===== config.mk =====
export PLATFORM = sky130hd
export DESIGN_NAME = vga_plot_arbiter_flat
export DESIGN_NICKNAME = d
export VERILOG_FILES = /design/src/rtl/vga_pkg.sv /design/src/rtl/vga_plot_arbiter_if.sv /design/src/rtl/rr_pick.sv /design/src/rtl/vga_plot_arbiter.sv /design/src/flat_wrapper.sv
export SDC_FILE = /design/constraint.sdc
export NUM_CORES = 1
export LEC_CHECK = 0
export BUFFER_PORTS_ARGS = -buffer_cell sky130_fd_sc_hd__buf_2
export CAP_MARGIN = 20
export CORE_AREA = 2 2 66 100
export CTS_CLUSTER_SIZE = 8
export DETAILED_ROUTE_END_ITERATION = 12
export DIE_AREA = 0 0 68 102
export PLACE_DENSITY = 0.75
export SLEW_MARGIN = 0
export SYNTH_ARGS = -nofsm -noshare
export SYNTH_HDL_FRONTEND = slang
export SYNTH_SLANG_ARGS = --single-unit

===== constraint.sdc =====
create_clock -name clk -period 4 [get_ports clk]
set_clock_uncertainty 0.1 [all_clocks]
set_input_delay 0.2 -clock clk [delete_from_list [all_inputs] [get_ports clk]]
set_output_delay 0.2 -clock clk [all_outputs]
set_load 0.05 [all_outputs]

===== src/rtl/vga_pkg.sv =====
// ---------------------------------------------------------------------------
// vga_pkg
// Shared constants for the 160x120, 3-bit-colour VGA framebuffer path and the
// state encoding of the plot arbiter.
//   SCREEN_W / SCREEN_H : visible framebuffer size
//   X_W / Y_W / COLOR_W : pixel coordinate and colour widths at the adapter
//   BLACK .. WHITE      : 3-bit RGB colour constants
//   arb_state_t         : arbiter state (IDLE = free arbitration, LOCKED =
//                         grant pinned to one requester)
// ---------------------------------------------------------------------------
package vga_pkg;

    localparam int SCREEN_W = 160;
    localparam int SCREEN_H = 120;
    localparam int X_W      = 8;
    localparam int Y_W      = 7;
    localparam int COLOR_W  = 3;

    localparam logic [COLOR_W-1:0] BLACK   = 3'b000;
    localparam logic [COLOR_W-1:0] BLUE    = 3'b001;
    localparam logic [COLOR_W-1:0] GREEN   = 3'b010;
    localparam logic [COLOR_W-1:0] CYAN    = 3'b011;
    localparam logic [COLOR_W-1:0] RED     = 3'b100;
    localparam logic [COLOR_W-1:0] MAGENTA = 3'b101;
    localparam logic [COLOR_W-1:0] YELLOW  = 3'b110;
    localparam logic [COLOR_W-1:0] WHITE   = 3'b111;

    typedef enum logic {
        IDLE   = 1'b0,
        LOCKED = 1'b1
    } arb_state_t;

endpackage


===== src/rtl/vga_plot_arbiter_if.sv =====
// ---------------------------------------------------------------------------
// vga_plot_arbiter_if
// Bundle of the pixel-producer request bus shared by NUM_REQ drawing FSMs.
//   req_valid [NUM_REQ]        : requester i has a pixel pending
//   req_lock  [NUM_REQ]        : requester i wants to keep the grant
//   req_x     [NUM_REQ*X_W]    : packed x, requester i at [X_W*i +: X_W]
//   req_y     [NUM_REQ*Y_W]    : packed y, requester i at [Y_W*i +: Y_W]
//   req_color [NUM_REQ*COLOR_W]: packed colour
//   req_ready [NUM_REQ]        : one-hot or zero, driven by the arbiter
// Handshake: a pixel moves on a rising clock edge where req_valid[i] and
// req_ready[i] are both high. A requester holds valid and its data stable
// until that edge; ready may depend combinationally on valid.
// Modports: master = requester side, slave = arbiter side.
// ---------------------------------------------------------------------------
interface vga_plot_arbiter_if
    import vga_pkg::*;
#(
    parameter int NUM_REQ = 3
) ();

    logic [NUM_REQ-1:0]         req_valid;
    logic [NUM_REQ-1:0]         req_lock;
    logic [NUM_REQ*X_W-1:0]     req_x;
    logic [NUM_REQ*Y_W-1:0]     req_y;
    logic [NUM_REQ*COLOR_W-1:0] req_color;
    logic [NUM_REQ-1:0]         req_ready;

    modport master (
        output req_valid, req_lock, req_x, req_y, req_color,
        input  req_ready
    );

    modport slave (
        input  req_valid, req_lock, req_x, req_y, req_color,
        output req_ready
    );

endinterface


===== src/rtl/rr_pick.sv =====
// ---------------------------------------------------------------------------
// rr_pick
// Combinational round-robin pick: the first set bit of valid, searching
// ptr, ptr+1, ... with wrap at NUM_REQ (explicit wrap, so NUM_REQ need not
// be a power of two).
//   valid [NUM_REQ] : request vector
//   ptr   [IDX_W]   : highest-priority index this cycle (must be < NUM_REQ)
//   grant [NUM_REQ] : one-hot winner, zero when nothing is valid
//   idx   [IDX_W]   : winner index, 0 when nothing is valid
// ---------------------------------------------------------------------------
module rr_pick #(
    parameter int NUM_REQ = 3,
    localparam int IDX_W  = $clog2(NUM_REQ)
) (
    input  logic [NUM_REQ-1:0] valid,
    input  logic [IDX_W-1:0]   ptr,
    output logic [NUM_REQ-1:0] grant,
    output logic [IDX_W-1:0]   idx
);

    localparam logic [IDX_W:0] N_W = (IDX_W+1)'(NUM_REQ);

    always_comb begin
        logic           found;
        logic [IDX_W:0] cand_w;
        logic [IDX_W-1:0] cand;
        grant  = '0;
        idx    = '0;
        found  = 1'b0;
        cand_w = '0;
        cand   = '0;
        for (int k = 0; k < NUM_REQ; k++) begin
            // One extra bit so ptr+k cannot overflow before the wrap.
            cand_w = {1'b0, ptr} + (IDX_W+1)'(k);
            if (cand_w >= N_W) begin
                cand_w = cand_w - N_W;
            end
            cand = cand_w[IDX_W-1:0];
            if (!found && valid[cand]) begin
                found       = 1'b1;
                grant[cand] = 1'b1;
                idx         = cand;
            end
        end
    end

endmodule


===== src/rtl/vga_plot_arbiter.sv =====
// ---------------------------------------------------------------------------
// vga_plot_arbiter
// Shares the single framebuffer write port between NUM_REQ pixel producers.
// Round-robin arbitration; a requester may lock the grant to write a
// multi-pixel sprite atomically (forced release after LOCK_MAX cycles).
// Off-screen pixels are accepted but not plotted, and counted.
//   clk, reset  : clock, asynchronous active-high reset
//   bus         : request bus (slave side), req_ready combinational
//   x, y, color : registered pixel to the adapter, held while plot=0
//   plot        : registered one-cycle write strobe per on-screen pixel
//   grant_id    : index of the last requester that transferred
//   clip_count  : clipped-pixel count, saturating at 255
//   state       : arbiter FSM state (debug)
//   rr_ptr      : round-robin priority pointer (debug)
// ---------------------------------------------------------------------------
module vga_plot_arbiter
    import vga_pkg::*;
#(
    parameter int NUM_REQ  = 3,
    parameter int WIDTH    = SCREEN_W,
    parameter int HEIGHT   = SCREEN_H,
    parameter int LOCK_MAX = 64,
    localparam int IDX_W   = $clog2(NUM_REQ),
    localparam int CNT_W   = $clog2(LOCK_MAX + 1)
) (
    input  logic               clk,
    input  logic               reset,
    vga_plot_arbiter_if.slave  bus,
    output logic [X_W-1:0]     x,
    output logic [Y_W-1:0]     y,
    output logic [COLOR_W-1:0] color,
    output logic               plot,
    output logic [IDX_W-1:0]   grant_id,
    output logic [7:0]         clip_count,
    output arb_state_t         state,
    output logic [IDX_W-1:0]   rr_ptr
);

    logic [IDX_W-1:0]   owner;
    logic [CNT_W-1:0]   lock_cnt;

    logic [X_W-1:0]     px [NUM_REQ];
    logic [Y_W-1:0]     py [NUM_REQ];
    logic [COLOR_W-1:0] pc [NUM_REQ];

    logic [NUM_REQ-1:0] pick_grant;
    logic [IDX_W-1:0]   pick_idx;
    logic [NUM_REQ-1:0] ready;
    logic [IDX_W-1:0]   sel;
    logic               xfer;
    logic               in_range;
    logic               release_lock;

    function automatic logic [IDX_W-1:0] rr_next(input logic [IDX_W-1:0] i);
        return (i == IDX_W'(NUM_REQ - 1)) ? '0 : i + 1'b1;
    endfunction

    always_comb begin
        for (int i = 0; i < NUM_REQ; i++) begin
            px[i] = bus.req_x[i*X_W +: X_W];
            py[i] = bus.req_y[i*Y_W +: Y_W];
            pc[i] = bus.req_color[i*COLOR_W +: COLOR_W];
        end
    end

    rr_pick #(.NUM_REQ(NUM_REQ)) u_pick (
        .valid (bus.req_valid),
        .ptr   (rr_ptr),
        .grant (pick_grant),
        .idx   (pick_idx)
    );

    // While locked only the owner can be ready, even if it is idle.
    always_comb begin
        ready = '0;
        sel   = pick_idx;
        if (state == LOCKED) begin
            sel        = owner;
            ready[owner] = bus.req_valid[owner];
        end else begin
            ready = pick_grant;
        end
        if (reset) begin
            ready = '0;
        end
    end

    assign bus.req_ready = ready;
    assign xfer          = |(bus.req_valid & ready);
    assign in_range      = ({1'b0, px[sel]} < (X_W+1)'(WIDTH)) &&
                           ({1'b0, py[sel]} < (Y_W+1)'(HEIGHT));
    assign release_lock  = !bus.req_lock[owner] ||
                           (lock_cnt == CNT_W'(LOCK_MAX - 1));

    always_ff @(posedge clk or posedge reset) begin
        if (reset) begin
            x          <= '0;
            y          <= '0;
            color      <= '0;
            plot       <= 1'b0;
            grant_id   <= '0;
            clip_count <= '0;
            rr_ptr     <= '0;
            owner      <= '0;
            lock_cnt   <= '0;
            state      <= IDLE;
        end else begin
            plot <= 1'b0;
            if (xfer) begin
                grant_id <= sel;
                if (in_range) begin
                    x     <= px[sel];
                    y     <= py[sel];
                    color <= pc[sel];
                    plot  <= 1'b1;
                end else if (clip_count != 8'hFF) begin
                    clip_count <= clip_count + 8'd1;
                end
            end

            case (state)
                IDLE: begin
                    if (xfer) begin
                        if (bus.req_lock[sel]) begin
                            state    <= LOCKED;
                            owner    <= sel;
                            lock_cnt <= '0;
                        end else begin
                            rr_ptr <= rr_next(sel);
                        end
                    end
                end
                LOCKED: begin
                    lock_cnt <= lock_cnt + 1'b1;
                    // The owner's transfer this cycle completes; the others
                    // compete again only from the next cycle.
                    if (release_lock) begin
                        state  <= IDLE;
                        rr_ptr <= rr_next(owner);
                    end
                end
                default: state <= IDLE;
            endcase
        end
    end

endmodule


===== src/flat_wrapper.sv =====
// flat-port wrapper written by rule: the top's interface ports become plain ports
module vga_plot_arbiter_flat import vga_pkg::*;
#(
    parameter int NUM_REQ  = 3,
    parameter int WIDTH    = SCREEN_W,
    parameter int HEIGHT   = SCREEN_H,
    parameter int LOCK_MAX = 64,
    localparam int IDX_W   = $clog2(NUM_REQ),
    localparam int CNT_W   = $clog2(LOCK_MAX + 1)
)
  (clk, reset, x, y, color, plot, grant_id, clip_count, state, rr_ptr, bus_req_valid, bus_req_lock, bus_req_x, bus_req_y, bus_req_color, bus_req_ready);
  vga_plot_arbiter_if #(.NUM_REQ(NUM_REQ)) bus_i ();
  input  logic clk;
  input  logic reset;
  output logic [X_W-1:0] x;
  output logic [Y_W-1:0] y;
  output logic [COLOR_W-1:0] color;
  output logic plot;
  output logic [IDX_W-1:0] grant_id;
  output logic [7:0] clip_count;
  output arb_state_t state;
  output logic [IDX_W-1:0] rr_ptr;
  input wire logic [$bits(bus_i.req_valid)-1:0] bus_req_valid;
  input wire logic [$bits(bus_i.req_lock)-1:0] bus_req_lock;
  input wire logic [$bits(bus_i.req_x)-1:0] bus_req_x;
  input wire logic [$bits(bus_i.req_y)-1:0] bus_req_y;
  input wire logic [$bits(bus_i.req_color)-1:0] bus_req_color;
  output wire logic [$bits(bus_i.req_ready)-1:0] bus_req_ready;
  assign bus_i.req_valid = bus_req_valid;
  assign bus_i.req_lock = bus_req_lock;
  assign bus_i.req_x = bus_req_x;
  assign bus_i.req_y = bus_req_y;
  assign bus_i.req_color = bus_req_color;
  assign bus_req_ready = bus_i.req_ready;
  vga_plot_arbiter #(.NUM_REQ(NUM_REQ), .WIDTH(WIDTH), .HEIGHT(HEIGHT), .LOCK_MAX(LOCK_MAX)) u_core (.clk(clk), .reset(reset), .bus(bus_i), .x(x), .y(y), .color(color), .plot(plot), .grant_id(grant_id), .clip_count(clip_count), .state(state), .rr_ptr(rr_ptr));
endmodule

* After elaboration in Yosys (flattened, before gate mapping)
Cells that the tools add are included.
** Word-level totals
- Flip-flop bits (word level) :: 41
- Bits in latches :: 0
- RAM bits :: 0
- Bits in read-only memories :: 0
- Input bits :: 62
- Output and inout bits :: 35
- Word-level logic and storage cells :: 124
- Memories :: 0
** Operators by class
- Add/subtract/negate cells :: 9
- Multipliers :: 0
- Div/mod/pow operators :: 0
- Order comparisons :: 15
- Equal/unequal tests :: 8
- Shift-type cells :: 0
- Mux-type cells :: 58
- Bitwise operators :: 7
- Reduce and logical (&&, ||, !) cells :: 17
** Operators by type and width (count)
- 7-bit 2-to-1 mux :: 4
- 2-bit 2-to-1 mux :: 12
- 3-bit 2-to-1 mux :: 7
- 1-bit 2-to-1 mux :: 17
- 8-bit binary-select mux with 2-bit select :: 1
- 8-bit 2-to-1 mux :: 2
- 2-bit by 3-bit < comparator with 1-bit output, second input constant :: 5
- 7-bit binary-select mux with 2-bit select :: 1
- 7-bit case mux with 2 select lines :: 1
- 1-bit binary-select mux with 2-bit select :: 6
- 3-bit AND reduction :: 3
- 8-bit by 1-bit adder with 8-bit output, second input constant :: 1
- 1-bit demux with 2-bit select :: 4
- 2-bit by 1-bit >= comparator with 1-bit output, second input constant :: 4
- 8-bit < comparator, second input constant :: 1
- 8-bit inequality test, second input constant :: 1
- 7-bit by 1-bit adder with 7-bit output, second input constant :: 1
- 7-bit by 6-bit == test with 1-bit output, second input constant :: 1
- 1-bit logical AND :: 7
- 7-bit < comparator, second input constant :: 1
- 3-bit AND :: 2
- 3-bit binary-select mux with 2-bit select :: 1
- 3-bit by 2-bit >= comparator with 1-bit output, second input constant :: 2
- 3-bit bitwise OR :: 2
- 17 further kinds :: 27

* Logic depth before layout (Yosys ltp)
- Word-level depth :: 20
- Mapped depth :: 12
- Mapped depth without buffers :: 10

* Hierarchy
From an unflattened synthesis, not the netlist that was laid out.
** Second synthesis, totals
- Cells, all modules :: 265
- Area, all modules :: 2663.8 µm²
** By module, submodules not included
- vga_plot_arbiter :: times used 1, cells each 227, area an instance 2397.3 µm², sequential area each 1026.0 µm²
- rr_pick :: times used 1, cells each 38, area an instance 266.5 µm², sequential area each 0.0 µm²

* Worst setup path before layout
OpenSTA, ideal clock, no wires.
- Path type :: register to register
- Start :: reg u_core.rr_ptr[0]
- End :: reg u_core.x[3]
- Setup time :: 0.125 ns
- Arrival time :: 3.405 ns
- Data required time :: 3.775 ns
- Slack :: 0.370 ns
- Stages on the path, launching flop included :: 13
- Path buffers :: 2
- Period minus slack after synthesis :: 3.630 ns
- Cells stage by stage :: dfrtp_1 > inv_1 > ha_1 > and3b_1 > a31oi_1 > a31oi_1 > nor2_1 > mux2_2 > o211ai_2 > nand2b_4 > buf_6 > buf_12 > mux2_4
** Between the ends
- Longest elaborated chain between the ends :: 19
- Elaborated cells on any way between the ends :: 62
- Classes of those cells :: add/sub (5); order compare (11); mux (32); bitwise (4); reduce/logical (10)
** Ends and longest elaborated chain
- start, declared :: RTL line vga_plot_arbiter.sv:36 : output logic [IDX_W-1:0] rr_ptr
- start signal, assigned :: RTL line vga_plot_arbiter.sv:129 : rr_ptr <= rr_next(sel);
- start signal, assigned :: RTL line vga_plot_arbiter.sv:139 : rr_ptr <= rr_next(owner);
- branches (longest 19 deep; another with 2-bit by 1-bit adder with 3-bit output)
- end signal, assigned :: RTL line vga_plot_arbiter.sv:112 : x <= px[sel];
- end, declared :: RTL line vga_plot_arbiter.sv:29 : output logic [X_W-1:0] x,
Several ways; the timed one is not identified. The select of a mux whose other input is x is not followed.
A chain may end at the register's enable or synchronous reset.

* Final worst setup path
- Start :: reg u_core.rr_ptr[0]
- End :: reg u_core.x[1]
Same word-level chain as after synthesis.

==> results.md <==
* Inserted Clock Buffers at 5
* Post-synthesis sequential area ratio at about 36%
* Routed WL at around 7400 um
* Tightest Hold Check Type: input pin to async pin
* Largest net degree at the start of global routing at 42
* Total Routing Usage GR at between 20% and 30%
* Die X at about 68 um
* Post-route minimum period at about 3.7 ns
* CTS H-tree lvls at 2
* Share of cells above drive strength 1 at between 30% and 40%
* Final Cell Area at 0.003513 mm2
* Starting Density at 46.85%
* Routed vias at 2692
* DRT Pass-1 Iters at 4
* Total Power at about 3.6 mW
* Critical path's slowest cell: o21ai_0
* Ant. Diodes at 0
* CP max FO at 19
* Max-slew headroom at between 30 and 40%
* Row count at 35
* Hold bufs inserted after CTS at 0
* DR iter-0 viols at between 200 and 250
* Top Usage Layer GRT: met2
* Failing checks: negative hold slack
* Reg clk slew, reported paths at approximately 0.080 ns
* Cell taking the most area after synthesis: dfrtp_1
* Vias in the first global route at 2582
* Crit path buffers/inverters at 1
* Slowest stage delay, CP at 0.58 ns
* Max-cap viol count at 0
* Count of final setup violators at 0
* Core ar. at 0.006043 mm2
* Fin util at between 50 and 60%
* Worst skew pair latency at roughly 0.29 ns
* Status: finished with violations
* Post-CTS setup repair buffer count at 0
* Arrival time of the worst setup path at between 3 and 4 ns
* First-pass GRT wire length at 12050 um
* Nets at between 400 and 500
* Startpoint Class: flop
* Cell area after synthesis at 0.002831 mm2
* Antenna violations before repair at 0
* CP required at around 4.1 ns
* Gpl congestion at 0.8924
* Worst r2r src: u_core.rr_ptr[0]$_DFFE_PP0P_
* Largest cells by area after synthesis: dfrtp_1 (36%), mux2_2 (7.2%), mux2i_1 (6.7%)
* Crit. End Element: flop
* Commonest non-fill, non-tap cell in the layout: buf_2
* Post-Synthesis Net Count at approximately 360
* Met2 GRT Util at a little under two fifths
* Most frequent CP cell: mux2_2
* Overflow after GRT at 0
* Final Max Tran Viols at 0
* Ys Warns at 0
* Unique masters post-synth at 52
* CP Cell Sequence: inv_1 > ha_1 > mux2_2 > mux2i_1 > nor4b_1 > o21a_1 > o21ai_0 > nand2_1 > nand2b_4 > mux2_2
* Reg2Reg Depth at 10
* Period utilization at slightly above 90%
* Avg Vias per Cell at ~5.8
* Kind of cell adding the most delay to the critical path: multiplexers
* RSZ-0062 raised after global routing: no
* Reg2Reg Setup Slack at between 0.2 and 0.3 ns
* Clock sinks at around 40
* Placed inst area at between 0.003 and 0.004 mm2
* Input/output buffers at 96
* CTS-repair resized insts at 0
* Setup TNS Final at 0 ns
* Clock Path Buffers at 2
* Least-Margin Pin Slew at 0.9626 ns
* DRC Markers at 0
* Detail Route Antenna Nets at 0
* Wire length per cell at between 15 and 20 um
* Commonest cells after routing, fill and taps aside: buf_2 (96), dfrtp_1 (41), nand2_1 (37)
* Synthesized instance count at between 200 and 300
* Max Fclk at 267.9 MHz
* Io pins at 97
* CTS tree: built
* Static Leak at 1.721 nW
* GR Util met3 at under 10%
* DIE AREA at 0.006936 mm2
* Detail Placement HPWL at about 5600 um
* Syn_area_per_cell at between 9 and 10 um2
* Layout Area Growth over Synthesis at 24.08%
* Number of synthesized register bits at 41
* Worst r2r dst: u_core.x[1]$_DFFE_PP0P_
* Power Density at between 1000 and 1500 mW/mm2
* Hold Slack at -0.02137 ns
* GRT met1 Usage at a little under 30%
* Height of the die at between 100 and 150 um
* Critical path type: flop to flop
* Root Buffer: clkbuf_8
* Synth top area share at about 36%
* Endpoints failing hold at 41
* Max IR drop VDD at ~0.00066 V
[cell type report]
cell class | instances | area (um2)
timing repair buffer | 103 | 533.0
tap | 74 | 92.59
fill | 544 | 2530
inverter | 9 | 33.78
multi-input combinational | 232 | 1708
sequential | 41 | 1026
clock inverter | 2 | 37.54
clock buffer | 6 | 82.58
[worst reg2reg max path, delay by kind of cell (launching register included)]
family | cells | cell delay (ns)
multiplexers | 3 | 1.16
AO/OA/AOI/OAI | 2 | 0.78
AND/OR/NAND/NOR | 3 | 0.72
flip-flops | 1 | 0.44
adder cells (fa/ha/maj) | 1 | 0.32
buffers and inverters | 1 | 0.10
[worst max-delay path by stage]
stage / from / endpoint / depth (start not counted)
2_1_floorplan: u_core.rr_ptr[0]$_DFFE_PP0P_ / u_core.x[3]$_DFFE_PP0P_ / 12
3_3_place_gp: u_core.rr_ptr[0]$_DFFE_PP0P_ / u_core.color[1]$_DFFE_PP0P_ / 10
3_5_place_dp: u_core.rr_ptr[0]$_DFFE_PP0P_ / u_core.y[5]$_DFFE_PP0P_ / 10
4_1_cts: u_core.rr_ptr[0]$_DFFE_PP0P_ / u_core.x[1]$_DFFE_PP0P_ / 10
5_1_grt: u_core.rr_ptr[0]$_DFFE_PP0P_ / u_core.color[0]$_DFFE_PP0P_ / 10
6_report: u_core.rr_ptr[0]$_DFFE_PP0P_ / u_core.x[1]$_DFFE_PP0P_ / 10
[sequential cells by signal (all words and copies together), names as in the netlist]
| register | count |
|---|---|
| u_core.state | 1 |
| u_core.plot | 1 |
| u_core.x | 8 |
| u_core.owner | 2 |
| u_core.y | 7 |
| u_core.color | 3 |
| u_core.lock_cnt | 7 |
| u_core.grant_id | 2 |
| u_core.rr_ptr | 2 |
| u_core.clip_count | 8 |
[cells by family (layout without fill, tap and decap cells)]
logic type,count (synthesis),in the layout,synth area share (%)
fa+ha+maj,6,6,2.651
buf+inv,20,120,3.535
compound gates,70,70,16.17
xor+xnor,10,10,3.093
mux,49,49,20.37
flops,41,41,36.23
simple gates,97,97,17.94
[metrics by stage]
stage | setup slack (ns) | cells
2_1_floorplan | 0.3703 | 293
3_3_place_gp | 0.3673 | 459
3_5_place_dp | 0.3823 | 459
4_1_cts | 0.3388 | 467
5_1_grt | 0.07652 | 467
6_report | 0.2679 | 467
[per-layer routing]
layer | vias up | wire (um)
met3 | 18 | 431
met4 | 0 | 166
met1 | 1294 | 2959
met2 | 109 | 3815
met5 | - | 0
li1 | 1271 | -
[where the power goes]
part / internal [mW] / total (mW) / leakage, nW / switching [mW]
clock network: 0.203 / 0.349 / 0.0574 / 0.146
registers: 0.596 / 0.734 / 0.521 / 0.138
logic: 0.930 / 2.47 / 1.14 / 1.54
total: 1.73 / 3.55 / 1.72 / 1.82
[synth_stat cells (all sizes together)]
cell type / count
a211oi: 2
a21oi: 10
a22o: 2
a311oi: 1
a31o: 2
a31oi: 5
a32oi: 2
a41oi: 1
and2: 1
and3: 2
and3b: 2
and4b: 1
buf: 3
clkbuf: 8
dfrtp: 41
ha: 6
inv: 9
mux2: 29
mux2i: 20
nand2: 37
nand2b: 2
nand3: 16
nand3b: 2
nand4: 5
nand4b: 1
nor2: 13
nor2b: 6
nor3: 2
nor4: 1
nor4b: 2
o211ai: 2
o21a: 2
o21ai: 36
o21bai: 2
o22a: 2
o2bb2ai: 1
or3: 3
or4: 1
xnor2: 9
xor2: 1
No activity file was read; power rests on OpenSTA's default activity.
